===== config.mk =====
export PLATFORM = sky130hd
export DESIGN_NAME = cs_meas_ctrl_flat
export DESIGN_NICKNAME = d
export VERILOG_FILES = /design/src/rtl/cs_meas_ctrl_pkg.sv /design/src/rtl/cs_meas_ctrl_if.sv /design/src/rtl/cs_meas_ctrl_lfsr.sv /design/src/rtl/cs_meas_ctrl.sv /design/src/flat_wrapper.sv
export SDC_FILE = /design/constraint.sdc
export NUM_CORES = 1
export LEC_CHECK = 0
export CORE_MARGIN = 3
export CORE_UTILIZATION = 58
export DETAILED_ROUTE_END_ITERATION = 8
export DONT_BUFFER_PORTS = 1
export PLACE_DENSITY_LB_ADDON = 0.05
export SYNTH_ARGS = -nofsm -noshare
export SYNTH_HDL_FRONTEND = slang
export SYNTH_SLANG_ARGS = --single-unit

===== constraint.sdc =====
create_clock -name clk -period 3 [get_ports clk]
set_input_delay 0.3 -clock clk [delete_from_list [all_inputs] [get_ports clk]]
set_output_delay 0.3 -clock clk [all_outputs]
set_load 0.02 [all_outputs]

===== src/rtl/cs_meas_ctrl_pkg.sv =====
// rtl/cs_meas_ctrl_pkg.sv - shared types and PRBS11 constants for the measurement controller
package cs_pkg;

  typedef enum logic [1:0] {
    IDLE  = 2'd0,
    ACCUM = 2'd1,
    DUMP  = 2'd2
  } cs_state_t;

  localparam int PRBS11_W = 11;
  localparam logic [PRBS11_W-1:0] PRBS11_SEED = 11'h000;
  localparam int PRBS11_TAP_A = 0;
  localparam int PRBS11_TAP_B = 2;

  // chip=1 adds the sample, chip=0 subtracts it
  localparam logic CHIP_ADD = 1'b1;
  localparam logic CHIP_SUB = 1'b0;

endpackage


===== src/rtl/cs_meas_ctrl_if.sv =====
// rtl/cs_meas_ctrl_if.sv - sample input stream and measurement output stream
interface cs_meas_ctrl_if #(
  parameter int DATA_W = 12,
  parameter int ACC_W  = 21,
  parameter int IDX_W  = 3
);
  logic                     in_valid;
  logic                     in_ready;
  logic signed [DATA_W-1:0] in_data;
  logic                     out_valid;
  logic                     out_ready;
  logic signed [ACC_W-1:0]  out_data;
  logic [IDX_W-1:0]         out_idx;
  logic                     out_last;

  modport master (
    output in_valid, in_data, out_ready,
    input  in_ready, out_valid, out_data, out_idx, out_last
  );

  modport slave (
    input  in_valid, in_data, out_ready,
    output in_ready, out_valid, out_data, out_idx, out_last
  );
endinterface


===== src/rtl/cs_meas_ctrl_lfsr.sv =====
// rtl/cs_meas_ctrl_lfsr.sv - PRBS11 chipping sequence generator
// Chip is the MSB of the current state; load wins over en.
module prbs11_lfsr
  import cs_pkg::*;
(
  input  logic                clk,
  input  logic                reset,
  input  logic                load,
  input  logic                en,
  output logic                chip,
  output logic [PRBS11_W-1:0] state
);

  always_ff @(posedge clk) begin
    if (!reset) begin
      state <= PRBS11_SEED;
    end else if (load) begin
      state <= PRBS11_SEED;
    end else if (en) begin
      state <= {~(state[PRBS11_TAP_A] ^ state[PRBS11_TAP_B]), state[PRBS11_W-1:1]};
    end
  end

  assign chip = state[PRBS11_W-1];

endmodule


===== src/rtl/cs_meas_ctrl.sv =====
// rtl/cs_meas_ctrl.sv - integrate-and-dump compressed-sensing measurement controller
// Accumulates N_SAMPLES chip-modulated samples per measurement, N_MEAS per frame.
module cs_meas_ctrl
  import cs_pkg::*;
#(
  parameter int N_SAMPLES = 256,
  parameter int N_MEAS    = 8,
  parameter int DATA_W    = 12,
  parameter int ACC_W     = DATA_W + $clog2(N_SAMPLES) + 1,
  localparam int IDX_W    = (N_MEAS > 1) ? $clog2(N_MEAS) : 1,
  localparam int CNT_W    = $clog2(N_SAMPLES)
) (
  input  logic clk,
  input  logic reset,
  input  logic start,
  input  logic abort,
  output logic busy,
  output logic frame_done,
  cs_meas_ctrl_if.slave bus
);

  localparam logic [CNT_W-1:0] CNT_LAST = CNT_W'(N_SAMPLES - 1);
  localparam logic [IDX_W-1:0] IDX_LAST = IDX_W'(N_MEAS - 1);

  cs_state_t               state_q;
  logic signed [ACC_W-1:0] acc_q;
  logic [CNT_W-1:0]        cnt_q;
  logic [IDX_W-1:0]        idx_q;
  logic                    in_ready_q;
  logic                    out_valid_q;
  logic                    out_last_q;
  logic                    busy_q;
  logic                    frame_done_q;

  logic                    chip;
  logic [PRBS11_W-1:0]     unused_lfsr_state;
  logic                    sample_hs;
  logic                    lfsr_load;
  logic signed [ACC_W-1:0] sample_ext;

  assign sample_hs  = bus.in_valid & in_ready_q;
  assign lfsr_load  = (state_q == IDLE) & start & ~abort;
  assign sample_ext = {{(ACC_W-DATA_W){bus.in_data[DATA_W-1]}}, bus.in_data};

  prbs11_lfsr u_lfsr (
    .clk   (clk),
    .reset (reset),
    .load  (lfsr_load),
    .en    (sample_hs),
    .chip  (chip),
    .state (unused_lfsr_state)
  );

  always_ff @(posedge clk) begin
    if (!reset) begin
      state_q      <= IDLE;
      acc_q        <= '0;
      cnt_q        <= '0;
      idx_q        <= '0;
      in_ready_q   <= 1'b0;
      out_valid_q  <= 1'b0;
      out_last_q   <= 1'b0;
      busy_q       <= 1'b0;
      frame_done_q <= 1'b0;
    end else begin
      frame_done_q <= 1'b0;
      if (abort) begin
        // abort discards the partial measurement without emitting anything
        state_q     <= IDLE;
        in_ready_q  <= 1'b0;
        out_valid_q <= 1'b0;
        out_last_q  <= 1'b0;
        busy_q      <= 1'b0;
      end else begin
        unique case (state_q)
          IDLE: begin
            if (start) begin
              state_q    <= ACCUM;
              acc_q      <= '0;
              cnt_q      <= '0;
              idx_q      <= '0;
              in_ready_q <= 1'b1;
              busy_q     <= 1'b1;
            end
          end
          ACCUM: begin
            if (sample_hs) begin
              acc_q <= (chip == CHIP_ADD) ? acc_q + sample_ext : acc_q - sample_ext;
              cnt_q <= cnt_q + CNT_W'(1);
              if (cnt_q == CNT_LAST) begin
                state_q     <= DUMP;
                in_ready_q  <= 1'b0;
                out_valid_q <= 1'b1;
                out_last_q  <= (idx_q == IDX_LAST);
              end
            end
          end
          DUMP: begin
            if (bus.out_ready) begin
              out_valid_q <= 1'b0;
              out_last_q  <= 1'b0;
              if (out_last_q) begin
                state_q      <= IDLE;
                busy_q       <= 1'b0;
                frame_done_q <= 1'b1;
              end else begin
                state_q    <= ACCUM;
                acc_q      <= '0;
                cnt_q      <= '0;
                idx_q      <= idx_q + IDX_W'(1);
                in_ready_q <= 1'b1;
              end
            end
          end
          default: state_q <= IDLE;
        endcase
      end
    end
  end

  assign bus.in_ready  = in_ready_q;
  assign bus.out_valid = out_valid_q;
  assign bus.out_data  = acc_q;
  assign bus.out_idx   = idx_q;
  assign bus.out_last  = out_last_q;
  assign busy          = busy_q;
  assign frame_done    = frame_done_q;

endmodule


===== src/flat_wrapper.sv =====
// flat-port wrapper written by rule: the top's interface ports become plain ports
module cs_meas_ctrl_flat import cs_pkg::*;
#(
  parameter int N_SAMPLES = 256,
  parameter int N_MEAS    = 8,
  parameter int DATA_W    = 12,
  parameter int ACC_W     = DATA_W + $clog2(N_SAMPLES) + 1,
  localparam int IDX_W    = (N_MEAS > 1) ? $clog2(N_MEAS) : 1,
  localparam int CNT_W    = $clog2(N_SAMPLES)
)
  (clk, reset, start, abort, busy, frame_done, bus_in_valid, bus_in_data, bus_out_ready, bus_in_ready, bus_out_valid, bus_out_data, bus_out_idx, bus_out_last);
  cs_meas_ctrl_if #(.DATA_W(DATA_W), .ACC_W(ACC_W)) bus_i ();
  input  logic clk;
  input  logic reset;
  input  logic start;
  input  logic abort;
  output logic busy;
  output logic frame_done;
  input wire logic [$bits(bus_i.in_valid)-1:0] bus_in_valid;
  input wire logic [$bits(bus_i.in_data)-1:0] bus_in_data;
  input wire logic [$bits(bus_i.out_ready)-1:0] bus_out_ready;
  output wire logic [$bits(bus_i.in_ready)-1:0] bus_in_ready;
  output wire logic [$bits(bus_i.out_valid)-1:0] bus_out_valid;
  output wire logic [$bits(bus_i.out_data)-1:0] bus_out_data;
  output wire logic [$bits(bus_i.out_idx)-1:0] bus_out_idx;
  output wire logic [$bits(bus_i.out_last)-1:0] bus_out_last;
  assign bus_i.in_valid = bus_in_valid;
  assign bus_i.in_data = bus_in_data;
  assign bus_i.out_ready = bus_out_ready;
  assign bus_in_ready = bus_i.in_ready;
  assign bus_out_valid = bus_i.out_valid;
  assign bus_out_data = bus_i.out_data;
  assign bus_out_idx = bus_i.out_idx;
  assign bus_out_last = bus_i.out_last;
  cs_meas_ctrl #(.N_SAMPLES(N_SAMPLES), .N_MEAS(N_MEAS), .DATA_W(DATA_W), .ACC_W(ACC_W)) u_core (.clk(clk), .reset(reset), .start(start), .abort(abort), .busy(busy), .frame_done(frame_done), .bus(bus_i));
endmodule

==> results by group, run 1 <==
STA
  • RSZ-0062 raised after global routing: false
  • Max Slew Vio Count: 0
  • Slew HR: 62.9%
  • Setup_tns: 0 ns
  • Clock Skews: 0.0104 ns
  • Worst-margin pin slew: roughly 0.55 ns
  • Maximum achievable frequency: 0.347 GHz
  • Fin. Hold Viols: 0
  • Final setup viols: 0
  • Period utilization: 96.0%
  • Final Critical Period: 2.88 ns

Clock tree
  • # Post-CTS Setup Buffers: 0
  • # clock sinks: 50
  • Worst skew pair latency: 0.31 ns
  • Max Buffers Root-to-Sink: 2
  • CTS tree: built
  • CTS H-tree lvls: 2
  • Clock-pin transition on the worst setup and hold timing paths: ~0.11 ns
  • Clock root buffer master: clkbuf_8
  • Num CTS Buffers: 5

Finish
  • Final core utilization: 69.8%
  • Finished Cell Area: 3870 µm²
  • Commonest non-fill, non-tap cell in the layout: nand2_1
  • Most frequent cells in the layout: nand2_1, dfxtp_1, nor2_1
  • Final nets: approximately 510
  • Area growth from synthesis to layout: 15.2%
  • Final cell count without fillers: 539
  • Number of diodes: 0
  • Layout cells sized above 1: roughly 15%

Worst setup path
  • Worst-path maximum fanout: 4
  • R2R cell count: 10
  • CP Launch Type: register
  • Worst Setup End Kind: register
  • Critical Path RT: 3.19 ns
  • Critical Path AT: 3.07 ns
  • WS Path Type: reg2reg

Run status
  • Status: complete, no violations

Route
  • Total number of vias: 3135
  • Number of remaining DRC errors: 0
  • WL met1: 3780 µm
  • Met2 wire length: 3890 µm
  • Avg Vias per Cell: 5.82
  • Max Used Layer: met4
  • Antenna Nets Post-Route: 0
  • Wire length per cell: 15.2 µm
  • Initial DRC count: 161
  • WL met3: 380 µm
  • Post-Route WL: slightly above 8000 µm
  • Drt pass-1 iters: 5

Hold path
  • Hold path cells: 1
  • Min-delay worst type: in2reg

Placement
  • Port Buf Inserts: 0
  • Placed cell count: 531
  • DP HPWL: 6250 µm
  • GP Congestion: 0.949
  • Placed Area: around 3700 µm²

Synthesis
  • Synthesized netlist cell count: 436
  • Distinct cells, synth: 47
  • Synthesized-area fraction occupied by adder cells: 9.55%
  • Mapped cell area: 3360 µm²
  • Simple-gate portion of the synthesized area: between 20% and 30%
  • Post-synthesis compound-gate area fraction: 20.9%
  • Top_reg_cell synth: dfxtp_1
  • Yosys warnings: 0
  • Sequential cell area fraction in the yosys report: 29.8%
  • Synth Register Bits: 50
  • Largest family of logic cells by synthesized area: simple AND/OR/NAND/NOR gates
  • Net Count, Synth: 479
  • Number of synthesized flops with an enable pin: 0
  • Post-synthesis mux area share: 3.17%
  • Post-synth ARST share: 0%
  • Syn_area_per_cell: about 7.7 µm²
  • Synth Area in XOR/XNOR: 8.09%

Global route
  • Number of global-route vias before repair: 2837
  • Initial antenna violation count: 0
  • Remaining Overflow, GRT: 0
  • First-pass GRT wire length: 13000 µm
  • Largest net degree at the start of global routing: 20
  • Tot GR Track Use: about 25%

Run
  • Number of max-cap violations: 0

Die
  • Die W: around 80 µm
  • Core box area: approximately 5500 µm²
  • IO Pins: 47
  • Die height: 82.1 µm
  • Die area: between 6000 and 7000 µm²
  • Initial core utilization: between 60% and 70%
  • Row cnt: 27

Pwr
  • Total Power: 1.39 mW
  • Leak: between 1 and 1.5 nW
  • VDD IR-drop max: 0.197 mV
  • PD cells: ~360 nW/µm²
[flip-flops by register name (all words and copies together) (netlist names), 2 cells and up]
signal	cells
u_core.u_lfsr.state	11
u_core.bus.out_data	21
u_core.state_q	2
u_core.cnt_q	8
u_core.bus.out_idx	3
[per-stage QoR]
stage          setup WS [ns]  hold WS (ns)
5_1_grt               0.0109         0.105
2_1_floorplan        -0.0825         0.432
6_report               0.121         0.123
4_1_cts                0.123         0.115
3_5_place_dp          -0.139         0.440
3_3_place_gp         -0.0726         0.434
[logic make-up (layout without fill, tap and decap cells)]
kind of cell / after synthesis / in the layout
muxes: 10 / 10
xor gates and xnor gates: 31 / 31
buffers and inverters: 31 / 62
AOI/OAI and AO/OA: 116 / 116
adders and majority gates: 25 / 25
and+or+nand+nor: 173 / 173
DFF: 50 / 50
[report_power, final]
group	internal (mW)	switching (mW)	leakage (nW)
logic	0.0923	0.112	1.03
registers	0.667	0.00832	0.403
clock network	0.253	0.254	0.0587
total	1.01	0.374	1.50
[Yosys cell counts, types with 2 or more instances]
master    number  area [µm²]
xnor2_1       11        96.3
and2_0         2        12.5
mux2i_1        5        50.1
a211oi_1       7        52.6
clkbuf_1      17        63.8
a32oi_1        2        17.5
nand3_1       13        65.1
ha_1          24         300
a21oi_1       41         205
dfxtp_1       50        1000
o21ai_1        4        20.0
o21bai_1       5        37.5
nand2_1       57         214
and3_1         4        25.0
o21ai_0       27         135
a31oi_1        3        18.8
a22oi_1        7        52.6
nor2_1        41         154
mux2_2         5        56.3
nor2b_1       14        87.6
inv_1         13        48.8
a21o_1         5        37.5
nor3_1        16        80.1
xor2_1        20         175
o211ai_1       4        30.0
nor4_1         4        25.0
nand2b_1       6        37.5
a21boi_0       4        30.0
nand4b_1       2        17.5
or2_2          3        18.8
nand4_1        4        25.0
[final timing paths]
path | endpoint | slack, ns | start
max | u_core.bus.out_data[18] | 0.12 | u_core.u_lfsr.state[10]
min | u_core.bus.out_data[2] | 0.12 | reset
max reg2reg | u_core.bus.out_data[18] | 0.12 | u_core.u_lfsr.state[10]
min reg2reg | u_core.u_lfsr.state[0] | 0.46 | u_core.u_lfsr.state[1]
[worst max-delay path: stages (launching register included)]
cell and delay, ns:
dfxtp_1 0.42, mux2_2 0.39, fa_1 0.47, a211oi_1 0.29
buf_4 0.17, nor3_1 0.06, nor3_1 0.24, nor4_1 0.11
nor4_1 0.37, xor2_1 0.17, o21ai_0 0.08
[routing by layer]
metal / up-vias / GRT usage (%)
li1: 1595 / -
met1: 1463 / 32.7
met2: 66 / 41.1
met3: 11 / 5.15
met4: 0 / 5.65
met5: - / 0
[layout make-up]
type,instances,area (µm²)
clock buffers,5,68.8
clock inverters,3,47.5
fillers,478,1670
inverters,13,66.3
multi-input cells,355,2280
flip-flops and latches,50,1000
well taps,72,90.1
repair buffers,41,312
[repair_timing]
action                     CTS  global route
resized for setup            0             2
hold buffers                 0             0
setup endpoints to repair    0             1
Power figures use the tool's default switching activity.
==> inputs of run 2 (changes only) <==
Settings changed: ABC_AREA from default to 1.
==> run 2 against run 1 <==
Power increased by 1.7%. Clock skew rose by 0.0015 ns. Utilization down 4.3 points. Flip-flop and latch count did not move. Register-to-register slack gained 0.30 ns. Highest routed layer unchanged.
==> results by group, run 2 <==
Synthesis
  • Net Count, Synth: 617
  • Distinct cells, synth: 33
  • Area contributors post-synth: dfxtp_1, nand2_1, a21oi_1, ha_1, nor2_1
  • Most common cell in the netlist: nand2_1
  • Sequential cell area fraction in the yosys report: 28.1%
  • Most instantiated cells after synthesis: nand2_1, a21oi_1, nor2_1
  • Top_reg_cell synth: dfxtp_1
  • Yosys warnings: 0
  • Synth Register Bits: 50
  • Mapped cell area: 3560 µm²
  • Synthesized netlist cell count: 574
  • Post-synth ARST share: 0%
  • Number of synthesized flops with an enable pin: 0
  • Top cell type by total area after synthesis: dfxtp_1
  • Syn_area_per_cell: 6.20 µm²
  • Top cell type's share of synthesized area: 28.1%

Route
  • Total number of vias: 3629
  • Antenna Nets Post-Route: 0
  • Initial DRC count: 181
  • Drt pass-1 iters: 5
  • Wire length per cell: 14.1 µm
  • Number of remaining DRC errors: 0
  • Post-Route WL: 9120 µm
  • Avg Vias per Cell: 5.60

Worst setup path
  • Worst Setup End Kind: register
  • WS Path Type: reg2reg
  • Crit path top cell by count: nand3_1
  • Delay-heaviest family, CP: simple AND/OR/NAND/NOR gates
  • Worst-path maximum fanout: 13
  • Critical Path AT: between 2 and 3 ns
  • CP max stage delay: 0.50 ns
  • CP Launch Type: register
  • CP Cell Sequence: inv_1 -> o21ai_0 -> fa_1 -> nand3_1 -> nand3_1 -> nand2_1 -> nand3_1 -> nand3_1 -> nand2_1 -> nand2_1 -> nand3_1 -> a21oi_1
  • CP max-delay cell: fa_1
  • Critical Path RT: roughly 3.2 ns
  • Buf+Inv Stages, Crit Path: 1

Clock tree
  • Clock-pin transition on the worst setup and hold timing paths: 0.10 ns
  • Worst skew pair latency: approximately 0.31 ns
  • Number of gates resized after cts: 0
  • Hold buffer count at CTS: 0
  • CTS tree: built
  • Max Buffers Root-to-Sink: 2
  • Num CTS Buffers: 5
  • Clock root buffer master: clkbuf_8
  • # clock sinks: 50
  • CTS H-tree lvls: 2
  • # Post-CTS Setup Buffers: 0

Finish
  • Number of flip-flops in the largest register: 21
  • Final nets: 618
  • Layout cells sized above 1: 3.47%
  • Commonest non-fill, non-tap cell in the layout: nand2_1
  • Area growth from synthesis to layout: 5.14%
  • Number of diodes: 0
  • Most frequent cells in the layout: nand2_1, a21oi_1, nor2_1

STA
  • Worst Slack Setup Final: about 0.42 ns
  • Max Slew Vio Count: 0
  • Final Critical Period: ~2.6 ns
  • RSZ-0062 raised after global routing: false
  • Worst-margin pin slew: just over 0.9 ns
  • Clock Skews: 0.0120 ns
  • Period utilization: 85.9%
  • Fin. Hold Viols: 0
  • Maximum achievable frequency: approximately 0.39 GHz
  • Final setup viols: 0
  • Setup_tns: 0 ns
  • Slew HR: 39.2%

Placement
  • Place WS: 0.209 ns
  • DP HPWL: 7110 µm
  • Port Buf Inserts: 0
  • GP Congestion: 1.03

Die
  • IO Pins: 47
  • Die height: 84.3 µm
  • Initial core utilization: between 60% and 70%
  • Die area: 7110 µm²
  • Row cnt: 27
  • Core box area: 5710 µm²
  • Die W: 84.3 µm

Global route
  • Tot GR Track Use: 26.0%
  • Remaining Overflow, GRT: 0
  • Largest net degree at the start of global routing: 28
  • Initial antenna violation count: 0
  • First-pass GRT wire length: 15300 µm
  • Number of global-route vias before repair: 3514

Pwr
  • Leak: between 1.5 and 2 nW
  • PD cells: 377 nW/µm²
  • VDD IR-drop max: between 0.2 and 0.3 mV

Hold path
  • Min-delay worst type: in2reg

Run status
  • Status: complete, no violations

Run
  • Number of max-cap violations: 0
run 2: changes by cell type after synthesis, moves of 7 or more:
cell	delta
a211oi_1	-7
a21oi_1	+26
a22oi_1	-7
clkbuf_1	-10
inv_1	+45
nand2_1	+127
nand3_1	+30
nor2_1	+22
nor2b_1	-14
nor3_1	-8
xnor2_1	-7
xor2_1	-11
run 2: final cells by class:
class                           instances  area, µm²
Multi-Input combinational cell        452       2270
Clock buffer                            6       72.6
Inverter                               62        234
Clock inverter                          2       37.5
Tap cell                               72       90.1
Timing Repair Buffer                    4       30.0
Fill cell                             562       1970
Sequential cell                        50       1000
run 2: path summary, 6_finish.rpt:
check,start,end,slack [ns],cells after the start
setup / recovery,u_core.u_lfsr.state[10],u_core.bus.out_data[16],0.42,12
hold / removal,reset,u_core.bus.out_idx[0],0.13,1
setup reg to reg,u_core.u_lfsr.state[10],u_core.bus.out_data[16],0.42,12
hold reg to reg,u_core.u_lfsr.state[5],u_core.u_lfsr.state[5],0.47,2
run 2: logic make-up after synthesis:
group                    Yosys count  share of synthesized area [%]
flip-flops                        50                           28.1
AND/OR/NAND/NOR                  318                           37.6
XOR/XNOR                          13                           3.20
AO/OA/AOI/OAI                     96                           14.1
adder cells (fa/ha/maj)           25                           9.00
buffers and inverters             72                           7.91
run 2: per-stage QoR:
stage | instances | instance area [µm²] | hold WS [ns] | util (%) | power [mW]
CTS | 648 | 3740 | 0.127 | 65.5 | 1.42
detailed placement | 640 | 3630 | 0.452 | 63.6 | 0.933
global route | 648 | 3740 | 0.125 | 65.5 | 1.48
global placement | 640 | 3630 | 0.442 | 63.6 | 0.928
floorplan | 574 | 3560 | 0.438 | - | 0.883
finish | 648 | 3740 | 0.130 | 65.5 | 1.41
run 2: layer usage:
metal	vias up	share of wire, %	track usage [%]	wire length (µm)
met5	-	0	0	0
met1	1614	42	29.9	3850
met3	33	6.7	6.38	609
li1	1854	-	-	-
met4	0	3.0	9.65	274
met2	128	48	46.4	4380
run 2: power by group:
| group | internal (mW) | switching (mW) | leakage, nW |
|---|---|---|---|
| Combinational | 0.0733 | 0.159 | 1.31 |
| Clock | 0.249 | 0.241 | 0.0514 |
| Sequential | 0.672 | 0.0173 | 0.404 |
| Total | 0.995 | 0.417 | 1.77 |
